File: config.mk
export PLATFORM = sky130hd
export DESIGN_NAME = reaction_ctrl
export DESIGN_NICKNAME = d
export VERILOG_FILES = /design/src/rtl/reaction_ctrl.sv
export SDC_FILE = /design/constraint.sdc
export NUM_CORES = 1
export LEC_CHECK = 0
export ABC_AREA = 1
export BUFFER_PORTS_ARGS = -buffer_cell sky130_fd_sc_hd__buf_2
export CORE_MARGIN = 10
export CORE_UTILIZATION = 60
export DETAILED_ROUTE_END_ITERATION = 8
export HOLD_SLACK_MARGIN = 0.15
export PLACE_DENSITY = 0.79
export SYNTH_ARGS = -nofsm -noshare
export SYNTH_HDL_FRONTEND = slang
export SYNTH_SLANG_ARGS = --single-unit
export TNS_END_PERCENT = 20
File: constraint.sdc
create_clock -name clk -period 4.08 [get_ports clk]
set_input_delay 1.02 -clock clk [delete_from_list [all_inputs] [get_ports clk]]
set_output_delay 1.02 -clock clk [all_outputs]
set_load 0.01 [all_outputs]
File: src/rtl/reaction_ctrl.sv
// Reaction-time game sequencer: arms on start and waits a pseudo-random delay.
// It then times the player's reaction in 3-digit BCD ms and reports the score.
module reaction_ctrl #(
    parameter int CLK_PER_MS   = 50000,
    parameter int MIN_DELAY_MS = 1000,
    parameter int TIMEOUT_MS   = 999
) (
    input  logic        clk,
    input  logic        rst_n,
    input  logic        start_btn,
    input  logic        react_btn,
    output logic        led_go,
    output logic        led_foul,
    output logic        busy,
    output logic        timeout,
    output logic [3:0]  dig0,
    output logic [3:0]  dig1,
    output logic [3:0]  dig2,
    output logic [11:0] score,
    output logic        score_valid
);

    localparam int PW = (CLK_PER_MS > 2) ? $clog2(CLK_PER_MS) : 1;
    localparam int DW = $clog2(MIN_DELAY_MS + 1024);
    localparam logic [11:0] TO_M1_BCD = {4'((TIMEOUT_MS - 1) / 100),
                                         4'(((TIMEOUT_MS - 1) / 10) % 10),
                                         4'((TIMEOUT_MS - 1) % 10)};
    localparam logic [11:0] NO_SCORE  = 12'hFFF;

    typedef enum logic [2:0] {S_IDLE, S_WAIT, S_GO, S_DONE, S_FOUL} state_t;

    state_t          state_q, state_d;
    logic [15:0]     lfsr_q, lfsr_d;
    logic [PW-1:0]   presc_q, presc_d;
    logic [DW-1:0]   delay_q, delay_d;
    logic [11:0]     digs_q, digs_d;
    logic [11:0]     score_q, score_d;
    logic            timeout_q, timeout_d;
    logic            score_valid_q, score_valid_d;

    logic            start_meta_q, start_sync_q, start_dly_q;
    logic            react_meta_q, react_sync_q, react_dly_q;
    logic            start_edge, react_edge, ms_tick, arm;

    function automatic logic [11:0] bcd_inc(input logic [11:0] v);
        logic [11:0] r;
        r = v;
        if (v[3:0] != 4'd9) begin
            r[3:0] = v[3:0] + 4'd1;
        end else begin
            r[3:0] = 4'd0;
            if (v[7:4] != 4'd9) begin
                r[7:4] = v[7:4] + 4'd1;
            end else begin
                r[7:4]  = 4'd0;
                r[11:8] = (v[11:8] == 4'd9) ? 4'd0 : v[11:8] + 4'd1;
            end
        end
        return r;
    endfunction

    function automatic logic [11:0] bcd_to_bin(input logic [11:0] v);
        return 12'(v[11:8]) * 12'd100 + 12'(v[7:4]) * 12'd10 + 12'(v[3:0]);
    endfunction

    // Both buttons are asynchronous: two-flop synchronizer plus a rising-edge delay flop
    always_ff @(posedge clk or negedge rst_n) begin
        if (!rst_n) begin
            start_meta_q <= 1'b0;
            start_sync_q <= 1'b0;
            start_dly_q  <= 1'b0;
            react_meta_q <= 1'b0;
            react_sync_q <= 1'b0;
            react_dly_q  <= 1'b0;
        end else begin
            start_meta_q <= start_btn;
            start_sync_q <= start_meta_q;
            start_dly_q  <= start_sync_q;
            react_meta_q <= react_btn;
            react_sync_q <= react_meta_q;
            react_dly_q  <= react_sync_q;
        end
    end

    assign start_edge = start_sync_q & ~start_dly_q;
    assign react_edge = react_sync_q & ~react_dly_q;
    assign ms_tick    = (presc_q == PW'(CLK_PER_MS - 1));
    assign arm        = start_edge && (state_q inside {S_IDLE, S_DONE, S_FOUL});

    always_comb begin
        state_d       = state_q;
        delay_d       = delay_q;
        digs_d        = digs_q;
        score_d       = score_q;
        timeout_d     = timeout_q;
        score_valid_d = 1'b0;
        lfsr_d        = {lfsr_q[14:0], lfsr_q[15] ^ lfsr_q[13] ^ lfsr_q[12] ^ lfsr_q[10]};

        case (state_q)
            S_IDLE, S_DONE, S_FOUL: begin
                if (arm) begin
                    state_d   = S_WAIT;
                    delay_d   = DW'(MIN_DELAY_MS) + DW'(lfsr_q[9:0]);
                    score_d   = NO_SCORE;
                    timeout_d = 1'b0;
                end
            end
            S_WAIT: begin
                // A react during the wait is a false start even on the final tick
                if (react_edge) begin
                    state_d = S_FOUL;
                    digs_d  = 12'h000;
                    score_d = NO_SCORE;
                end else if (ms_tick) begin
                    if (delay_q <= DW'(1)) begin
                        state_d = S_GO;
                        digs_d  = 12'h000;
                    end else begin
                        delay_d = delay_q - DW'(1);
                    end
                end
            end
            S_GO: begin
                if (react_edge) begin
                    state_d       = S_DONE;
                    score_d       = bcd_to_bin(digs_q);
                    score_valid_d = 1'b1;
                end else if (ms_tick) begin
                    digs_d = bcd_inc(digs_q);
                    if (digs_q == TO_M1_BCD) begin
                        state_d       = S_DONE;
                        timeout_d     = 1'b1;
                        score_d       = bcd_to_bin(bcd_inc(digs_q));
                        score_valid_d = 1'b1;
                    end
                end
            end
            default: state_d = S_IDLE;
        endcase

        // Restarting the prescaler on each transition gives every state a full first ms
        if (state_d != state_q || ms_tick) begin
            presc_d = '0;
        end else begin
            presc_d = presc_q + PW'(1);
        end
    end

    always_ff @(posedge clk or negedge rst_n) begin
        if (!rst_n) begin
            state_q       <= S_IDLE;
            lfsr_q        <= 16'hACE1;
            presc_q       <= '0;
            delay_q       <= '0;
            digs_q        <= 12'h000;
            score_q       <= NO_SCORE;
            timeout_q     <= 1'b0;
            score_valid_q <= 1'b0;
        end else begin
            state_q       <= state_d;
            lfsr_q        <= lfsr_d;
            presc_q       <= presc_d;
            delay_q       <= delay_d;
            digs_q        <= digs_d;
            score_q       <= score_d;
            timeout_q     <= timeout_d;
            score_valid_q <= score_valid_d;
        end
    end

    assign led_go      = (state_q == S_GO);
    assign led_foul    = (state_q == S_FOUL);
    assign busy        = (state_q == S_WAIT) || (state_q == S_GO);
    assign timeout     = timeout_q;
    assign dig0        = digs_q[3:0];
    assign dig1        = digs_q[7:4];
    assign dig2        = digs_q[11:8];
    assign score       = score_q;
    assign score_valid = score_valid_q;

endmodule

==> results of run 1 <==
-- worst max-delay path by stage --
stage,end,cells past startpoint
3_5_place_dp,score[9],21
2_1_floorplan,score[9],22
3_3_place_gp,score[9],22
6_report,score[9],22
5_1_grt,score[10],25
4_1_cts,score[9],21
-- per-stage QoR --
stage / utilization [%] / instances
2_1_floorplan: - / 687
3_3_place_gp: 64.0 / 827
3_5_place_dp: 64.0 / 827
4_1_cts: 66.3 / 843
5_1_grt: 67.5 / 848
6_report: 67.5 / 848
-- what timing repair did --
action	CTS	global route
gates resized for setup	0	18
endpoints found under the hold margin	0	0
buffers inserted	0	4
setup endpoints to repair	0	6
-- logic make-up (layout without fill, tap and decap cells) --
| group | count (synthesis) | after routing |
|---|---|---|
| flops | 78 | 78 |
| fa+ha+maj | 70 | 70 |
| buf+inv | 110 | 159 |
| xor+xnor | 31 | 31 |
| simple gates | 286 | 287 |
| mux | 2 | 2 |
| compound gates | 110 | 110 |
-- metal layers --
layer	GRT usage, %	vias up
li1	-	2331
met1	26.8	2153
met2	28.0	168
met3	4.52	19
met4	6.84	0
met5	0	-
-- cells in the final DEF (no fill, tap or decap), drive strengths merged, types with 6 or more instances in the layout --
master and n:
nand3 54, dfrtp 58, nand2 132, inv 104
fa 10, ha 60, buf 43, dfstp 20
xnor2 12, a21oi 29, clkbuf 9, nor2 81
nor3 6, o21ai 57, xor2 19
-- power by group --
part | switching (mW) | total, mW | internal, mW | leakage [nW]
logic | 0.525 | 0.748 | 0.223 | 2.11
registers | 0.0843 | 0.938 | 0.854 | 0.978
clock network | 0.306 | 0.597 | 0.291 | 0.105
total | 0.916 | 2.28 | 1.37 | 3.19
-- state kept, by name, summed over array words and instances, names as in the netlist --
| name | flops |
|---|---|
| lfsr_q | 16 |
| delay_q | 11 |
| start_sync_q | 1 |
| start_meta_q | 1 |
| react_sync_q | 1 |
| react_dly_q | 1 |
| timeout | 1 |
| score_valid | 1 |
| react_meta_q | 1 |
| state_q | 3 |
| digs_q | 12 |
| score | 12 |
| presc_q | 16 |
| start_dly_q | 1 |
-- worst max-delay path, delay by kind of cell (launching register included) --
kind                     cells  cell delay, ns
XOR/XNOR                     1            0.22
AND/OR/NAND/NOR              8            0.83
flip-flops                   1            0.44
adder cells (fa/ha/maj)      6            1.59
AO/OA/AOI/OAI                4            0.54
buffers and inverters        3            0.18
-- final cells by class --
type / count / area, sq um
Multi-Input combinational cell: 500 / 3230
Fill cell: 755 / 2980
Sequential cell: 78 / 1980
Inverter: 100 / 375
Timing Repair Buffer: 43 / 249
Tap cell: 111 / 139
Clock buffer: 9 / 124
Clock inverter: 7 / 78.8
==> impl_metrics.ini, run 1 <==
[setup_path]
crit_required_ns = 4.38
crit_path_start_kind = flip-flop
r2r_slack_ns = 0.23
cpMostUsedCell = nand2_1
end_kind = flip-flop
critPathArrivalTime_ns = 4.15
crit_start = digs_q[1]
r2r_cells = 22
worstSetupPathType = reg2reg
max_stage_delay_ns = 0.44
r2r-end = score[9]
crit_path_max_fanout = 5
cp_slowest_cell = dfrtp_2
worstReg2RegStart = digs_q[1]
path_cells = inv_2, ha_2, nand3_4, nor4_2, nand2_1, nand2_1, nor2_2, ha_1, ha_1, inv_1, fa_1, xnor2_1, ha_1, ha_4, a21o_1, a21oi_1, nand2_1, a21oi_1, o21ai_0, nand3_1, nand2_1, inv_1

[yosys]
netlist_top_cells_area = dfrtp_1 (26%), ha_1 (13%), dfstp_2 (9.4%), nand2_1 (8.7%), inv_1 (6.3%)
synth_top_family_by_area = simple AND/OR/NAND/NOR gates
synth.area.mux_share_pct = 0.360
synth_cell_types = 47
synth-edff-count = 0
synth_compound_area_share_pct = 11.2
yosys.area_share.adder_pct = 17.1
syn_inst = 687
synth_nets = 761
yosysMostFrequentCell = nand2_1
synth_flop_cell = dfrtp_1
yosys_warnings = 0
yosysSeqAreaShare_pct = 35.5
synth_top_cell_area_share_pct = 26.1
async_flop_share_pct = 100
yosys.area_share.simple_pct = 23.2
synth_area_leader_cell = dfrtp_1
syn_avg_cell_area_sq_um = 8.10
synth-seq-cells = 78
synth_common_cells = nand2_1 (129), inv_1 (93), nor2_1 (62)
synthXorXnorAreaFrac_pct = 4.88
netlist_area_sq_mm = 0.00557

[placed_design]
hpwlAfterDp_um = 9490
placed_area_sq_mm = 0.00586
numPortBuffers = 32
gp_congestion = 0.939
dp_slack_ns = 0.127

[floorplan]
die_height_um = 116
initial_utilization_pct = 60.8
die_w_um = 116
row_count = 35
core-area_sq_mm = 0.00915
dieArea_sq_mm = 0.0135
ioPinCount = 33

[grt]
grt_start_max_net_pins = 79
grt_pass1_wl_um = 20800
antenna_found_initial = 0
grt_usage_pct = 19.1
grt_overflow = 0
grt_pass1_vias = 4410

[final_layout]
drive_above_1_share_pct = 17.5
area_growth_pct = 11.0
design_area_sq_mm = 0.00618
insertedDiodeCount = 0
nets = 806

[clocking]
cts.sinks = 78
cts_root_buf = clkbuf_8
htreeDepth = 3
cts_buffers = 9
clk_pin_slew_ns = 0.09
worstSkewPairLatency_ns = 0.36
clockBufferDepth = 2
cts_tree = done
hold_buffers = 0

[timing]
fin_hold_ws_ns = 0.355
tns_ns = 0
setup_violations = 0
fmax_mhz = 260
clock_skew_ns = 0.0112
worst_slack_ns = 0.233
final_max_slew_viol_count = 0
relSlewSlack_pct = 36.7
fin_crit_sh_pct = 94.3
tightest_slew_ns = 0.950
min_period_ns = 3.85
finalHoldViolCount = 0

[min_path]
hold_depth = 0
hp-class = reg2reg
min_from = react_meta_q
whs_endpoint = react_sync_q

[routing]
route.detailed.drc = 0
postRouteAntennaNets = 0
wl_met2_um = 5390
dr_wl_met3_um = 960
m1WireLength_um = 6060
drt_iter0_markers = 301
highest_layer = met4
vias = 4671
routedWlPerCell_um = 14.9
routed_wl_um = 12600
dr.pass1.iters = 8
vias_per_cell = 5.51

[pwr]
p_leak_nw = 3.19
power_density_mw_per_mm2 = 370
irDropWorstVdd_uv = 274
power_mw = 2.28

[job]
max_cap_violations = 0

[run_status]
status = completed
(Power assumes the default switching activity.)
==> inputs of run 2 (changes only) <==
--- a/config.mk
+++ b/config.mk
@@ -9,8 +9,8 @@
 export BUFFER_PORTS_ARGS = -buffer_cell sky130_fd_sc_hd__buf_2
 export CORE_MARGIN = 10
-export CORE_UTILIZATION = 60
+export CORE_UTILIZATION = 57
 export DETAILED_ROUTE_END_ITERATION = 8
 export HOLD_SLACK_MARGIN = 0.15
-export PLACE_DENSITY = 0.79
+export PLACE_DENSITY = 0.75
 export SYNTH_ARGS = -nofsm -noshare
 export SYNTH_HDL_FRONTEND = slang
==> constraint.sdc (replaced) <==
create_clock -name clk -period 4.08 [get_ports clk]
set_input_delay 0.816 -clock clk [delete_from_list [all_inputs] [get_ports clk]]
set_output_delay 0.816 -clock clk [all_outputs]
set_load 0.01 [all_outputs]
==> run 2 against run 1 <==
  * Clock power rose by 7.7%
  * Routed wire length rose by 2.0%
  * Count of clock-buffer cells in the layout rose by 2
  * Flip-flop and latch count did not move
  * Final area rose by 1.4%
  * Critical endpoint is now score[10]
  * Largest power group unchanged
==> impl_metrics.ini, run 2 (synthesis results as in run 1) <==
[run_status]
status = completed

[clocking]
cts_tree = done
worstSkewPairLatency_ns = 0.36
clk_pin_slew_ns = 0.08
cts_buffers = 9
cts.sinks = 78
htreeDepth = 3
clockBufferDepth = 2
hold_buffers = 0
cts_root_buf = clkbuf_8

[setup_path]
r2r_cells = 26
crit_path_start_kind = flip-flop
worstSetupPathType = reg2reg
critPathArrivalTime_ns = 4.14
crit_required_ns = 4.36
crit_path_max_fanout = 7
end_kind = flip-flop

[timing]
relSlewSlack_pct = 35.3
final_max_slew_viol_count = 0
fin_crit_sh_pct = 94.5
clock_skew_ns = 0.0161
tightest_slew_ns = 0.971
setup_violations = 0
fmax_mhz = 259
finalHoldViolCount = 0
min_period_ns = 3.86

[grt]
grt_usage_pct = 18.3
grt_pass1_wl_um = 22000
grt_overflow = 0
antenna_found_initial = 0
grt_start_max_net_pins = 79
grt_pass1_vias = 4500

[routing]
dr_wl_met3_um = 811
route.detailed.drc = 0
wl_met2_um = 5680
vias_per_cell = 5.39
postRouteAntennaNets = 0
m1WireLength_um = 6280
dr.pass1.iters = 7
drt_iter0_markers = 360
routed_wl_um = 12900
vias = 4712
highest_layer = met4
routedWlPerCell_um = 14.7

[floorplan]
die_w_um = 119
ioPinCount = 33
initial_utilization_pct = 57.7
row_count = 36
core-area_sq_mm = 0.00964
dieArea_sq_mm = 0.0141
die_height_um = 119

[min_path]
hold_depth = 0
hp-class = reg2reg

[job]
max_cap_violations = 0

[placed_design]
hpwlAfterDp_um = 9600
placed_area_sq_mm = 0.00590
numPortBuffers = 32
gp_congestion = 0.936
dp_cells = 850

[final_layout]
mostFrequentLayoutCell = nand2_1
area_growth_pct = 12.5
largestRegisters = lfsr_q x16, presc_q x16
fin_cells = 874
design_area_sq_mm = 0.00626
drive_above_1_share_pct = 17.5
nFillCells = 863
fin_util_pct = 65.0
insertedDiodeCount = 0
layout_common_cells = nand2_1 (129), inv_1 (91), nor2_1 (61)
nets = 810

[pwr]
irDropWorstVdd_uv = 289
p_leak_nw = 3.21
power_density_mw_per_mm2 = 372
## run 2: cell count changes in the layout (fill, tap and decap cells not counted), sizes merged
cell | previous run | this run
buf | 43 | 48
inv | 104 | 101
clkbuf | 9 | 11
bufinv | 1 | 2
clkinv | 2 | 1
clkinvlp | 0 | 1
nor2 | 81 | 80
## run 2: worst paths after layout
path                           endpoint  slack [ns]    startpoint
setup reg to reg              score[10]        0.22     digs_q[1]
min in group asynchronous   delay_q[10]        0.62         rst_n
hold reg to reg            react_sync_q        0.35  react_meta_q
hold / removal             react_sync_q        0.35  react_meta_q
setup / recovery              score[10]        0.22     digs_q[1]
max in group asynchronous     digs_q[2]        2.78         rst_n
## run 2: metrics by stage
step                      TNS [ns]  worst slack (ns)  power (mW)  hold WS (ns)
after detailed placement         0            0.0944        1.69         0.336
after floorplan                  0             0.394        1.56         0.331
after CTS                        0            0.0450        2.34         0.353
final                            0             0.224        2.33         0.351
after global placement           0             0.261        1.68         0.338
after global routing        -0.104           -0.0786        2.50         0.374
## run 2: cell type report
type | instances | area, sq um | share of cell area [%]
Inverter | 100 | 375 | 6.00
Timing Repair Buffer | 48 | 295 | 4.72
Sequential cell | 78 | 1980 | 31.6
Tap cell | 133 | 166 | 2.66
Clock inverter | 5 | 81.3 | 1.30
Multi-Input combinational cell | 499 | 3230 | 51.6
Clock buffer | 11 | 131 | 2.10
## run 2: per-layer routing
metal	vias to the layer above	track usage [%]
met4	0	3.97
met2	150	27.5
met1	2203	26.9
met3	12	3.45
met5	-	0
li1	2347	-
## run 2: worst max-delay path, stage by stage, from the launching register on
cell      delay [ns]
dfrtp_1         0.38
inv_1           0.13
ha_4            0.16
nand3_4         0.12
buf_4           0.17
inv_1           0.09
nand3b_1        0.09
and2_1          0.18
inv_1           0.12
ha_1            0.24
ha_1            0.21
inv_1           0.07
fa_1            0.41
inv_1           0.07
ha_1            0.25
ha_4            0.30
nand3_1         0.08
nand2_1         0.13
nand2_1         0.07
nand2_1         0.10
nand2_1         0.06
nand2_1         0.07
nand2_1         0.05
nand2_1         0.06
nand3_1         0.06
nor2_1          0.09
nor2_1          0.04
## run 2: what timing repair did
item                       4_1_cts  5_1_grt
resized for setup                0       17
setup endpoints to repair        0        6
buffers inserted                 0        8
## run 2: report_power, final
| part | switching [mW] | leakage (nW) | internal, mW |
|---|---|---|---|
| clock network | 0.297 | 0.104 | 0.347 |
| logic | 0.522 | 2.13 | 0.223 |
| registers | 0.0862 | 0.979 | 0.854 |
| total | 0.905 | 3.21 | 1.42 |
==> inputs of run 3 (changes only) <==
GPL_TIMING_DRIVEN = 0   (was not set)
HOLD_SLACK_MARGIN = 0.12   (was 0.15)
==> run 3 against run 2 <==
  * Global-route usage decreased by 0.53 points
  * Total power increased by 1.5%
  * Utilization increased by 1.1 points
  * Count of clock-buffer cells in the layout decreased by 1
  * First-iteration DRC count increased by 43%
  * Highest routed layer unchanged
  * Maximum frequency decreased by 3.4%
  * Combinational power increased by 9.0%
  * Worst hold slack improved by 0.0045 ns
  * Flip-flop and latch count unchanged
  * Die area unchanged
  * Via count increased by 2.8%
  * Critical endpoint unchanged
==> impl_metrics.ini, run 3 (synthesis results as in run 1) <==
[run_status]
status = completed

[pwr]
p_switching_uw = 937
power_density_mw_per_mm2 = 371
power_mw = 2.36
p_int_mw = 1.43
p_seq_share_pct = 39.8
irDropWorstVdd_uv = 246
p_clk_share_pct = 25.9
share_comb_of_total_power_pct = 34.3
sw_frac_of_total_pct = 39.7
p_leak_nw = 3.24

[final_layout]
insertedDiodeCount = 0
largestRegisters = lfsr_q x16, presc_q x16
layout_common_cells = nand2_1 (128), inv_1 (89), nor2_1 (61)
nets = 816
area_growth_pct = 14.5
fin_util_pct = 66.1
mostFrequentLayoutCell = nand2_1
nFillCells = 780
drive_above_1_share_pct = 18.9

[clocking]
clockBufferDepth = 2
cts_root_buf = clkbuf_8
cts_tree = done
hold_buffers = 0
clk_pin_slew_ns = 0.10
cts_buffers = 9
cts.sinks = 78
worstSkewPairLatency_ns = 0.36
htreeDepth = 3

[setup_path]
worstSetupPathType = reg2reg
critPathArrivalTime_ns = 4.29
max_stage_delay_ns = 0.44
crit_path_start_kind = flip-flop
crit_path_max_fanout = 5
cp_slowest_cell = dfrtp_2
end_kind = flip-flop
cpMostUsedCell = nand2_1
crit_required_ns = 4.38

[routing]
dr.pass1.iters = 7
route.detailed.drc = 0
drt_iter0_markers = 515
routed_wl_um = 13000
vias = 4844
routedWlPerCell_um = 14.8
postRouteAntennaNets = 0
vias_per_cell = 5.50

[floorplan]
die_w_um = 119
dieArea_sq_mm = 0.0141
core-area_sq_mm = 0.00964
die_height_um = 119
initial_utilization_pct = 57.7
row_count = 36
ioPinCount = 33

[grt]
grt_start_max_net_pins = 75
antenna_found_initial = 0
grt_overflow = 0
grt_usage_pct = 17.8
grt_pass1_vias = 4535
grt_pass1_wl_um = 21300

[placed_design]
gp_congestion = 0.920
numPortBuffers = 32
hpwlAfterDp_um = 9580

[timing]
setup_violations = 0
tns_ns = 0
relSlewSlack_pct = 60.3
rsz0062_at_grt = yes
finalHoldViolCount = 0
clock_skew_ns = 0.0163
fmax_mhz = 251
fin_crit_sh_pct = 97.8
final_max_slew_viol_count = 0
tightest_slew_ns = 0.593
min_period_ns = 3.99

[min_path]
hp-class = reg2reg

[job]
max_cap_violations = 0
run 3: critical path: cells and delay by family (launching register included):
kind,cells,cell delay [ns]
buffers and inverters,3,0.27
flip-flops,1,0.44
adder cells (fa/ha/maj),6,1.60
AND/OR/NAND/NOR,16,1.61
run 3: per-layer routing:
layer | part of all wire (%) | wire (um) | track usage [%]
met1 | 47 | 6160 | 24.8
met3 | 6.5 | 844 | 4.11
met2 | 45 | 5840 | 27.5
met5 | 0 | 0 | 0
met4 | 1.1 | 138 | 4.27
run 3: power groups by stage:
stage	Clock [mW]	Sequential (mW)	Combinational, mW
5_1_grt	0.655	0.952	0.917
6_report	0.612	0.940	0.812
3_3_place_gp	0	0.948	0.787
2_1_floorplan	0	0.933	0.625
3_5_place_dp	0	0.949	0.810
4_1_cts	0.620	0.937	0.814
run 3: layout make-up:
cell class                      instances  area (sq um)  area share [%]
Tap cell                              133           166            2.61
Sequential cell                        78          1980            31.1
Clock inverter                          6          68.8            1.08
Buffer                                 10          57.6           0.904
Clock buffer                           10           138            2.16
Timing Repair Buffer                   42           258            4.05
Inverter                              100           375            5.89
Multi-Input combinational cell        501          3320            52.2
run 3: worst paths after layout:
path / from / end / slack [ns] / cells past startpoint
max reg2reg: digs_q[1] / score[10] / 0.09 / 25
max in group asynchronous: rst_n / lfsr_q[6] / 3.24 / 2
min reg2reg: lfsr_q[6] / lfsr_q[7] / 0.36 / 0
min in group asynchronous: rst_n / score[11] / 0.43 / 1
min: lfsr_q[6] / lfsr_q[7] / 0.36 / 0
max: digs_q[1] / score[10] / 0.09 / 25
run 3: stage by stage:
| step | instances | area [sq um] | setup WS, ns | hold slack [ns] |
|---|---|---|---|---|
| after global placement | 852 | 5890 | -0.00561 | 0.332 |
| final | 880 | 6370 | 0.0897 | 0.356 |
| after CTS | 870 | 6160 | 0.00968 | 0.356 |
| after detailed placement | 853 | 5920 | -0.136 | 0.339 |
| after floorplan | 687 | 5570 | 0.394 | 0.331 |
| after global routing | 880 | 6370 | -0.105 | 0.363 |
run 3: what timing repair did:
action | in CTS | in global routing
pin swaps | 1 | 6
cloned | 1 | 1
setup endpoints to repair | 5 | 6
resized for setup | 4 | 29
buffers inserted | 0 | 9
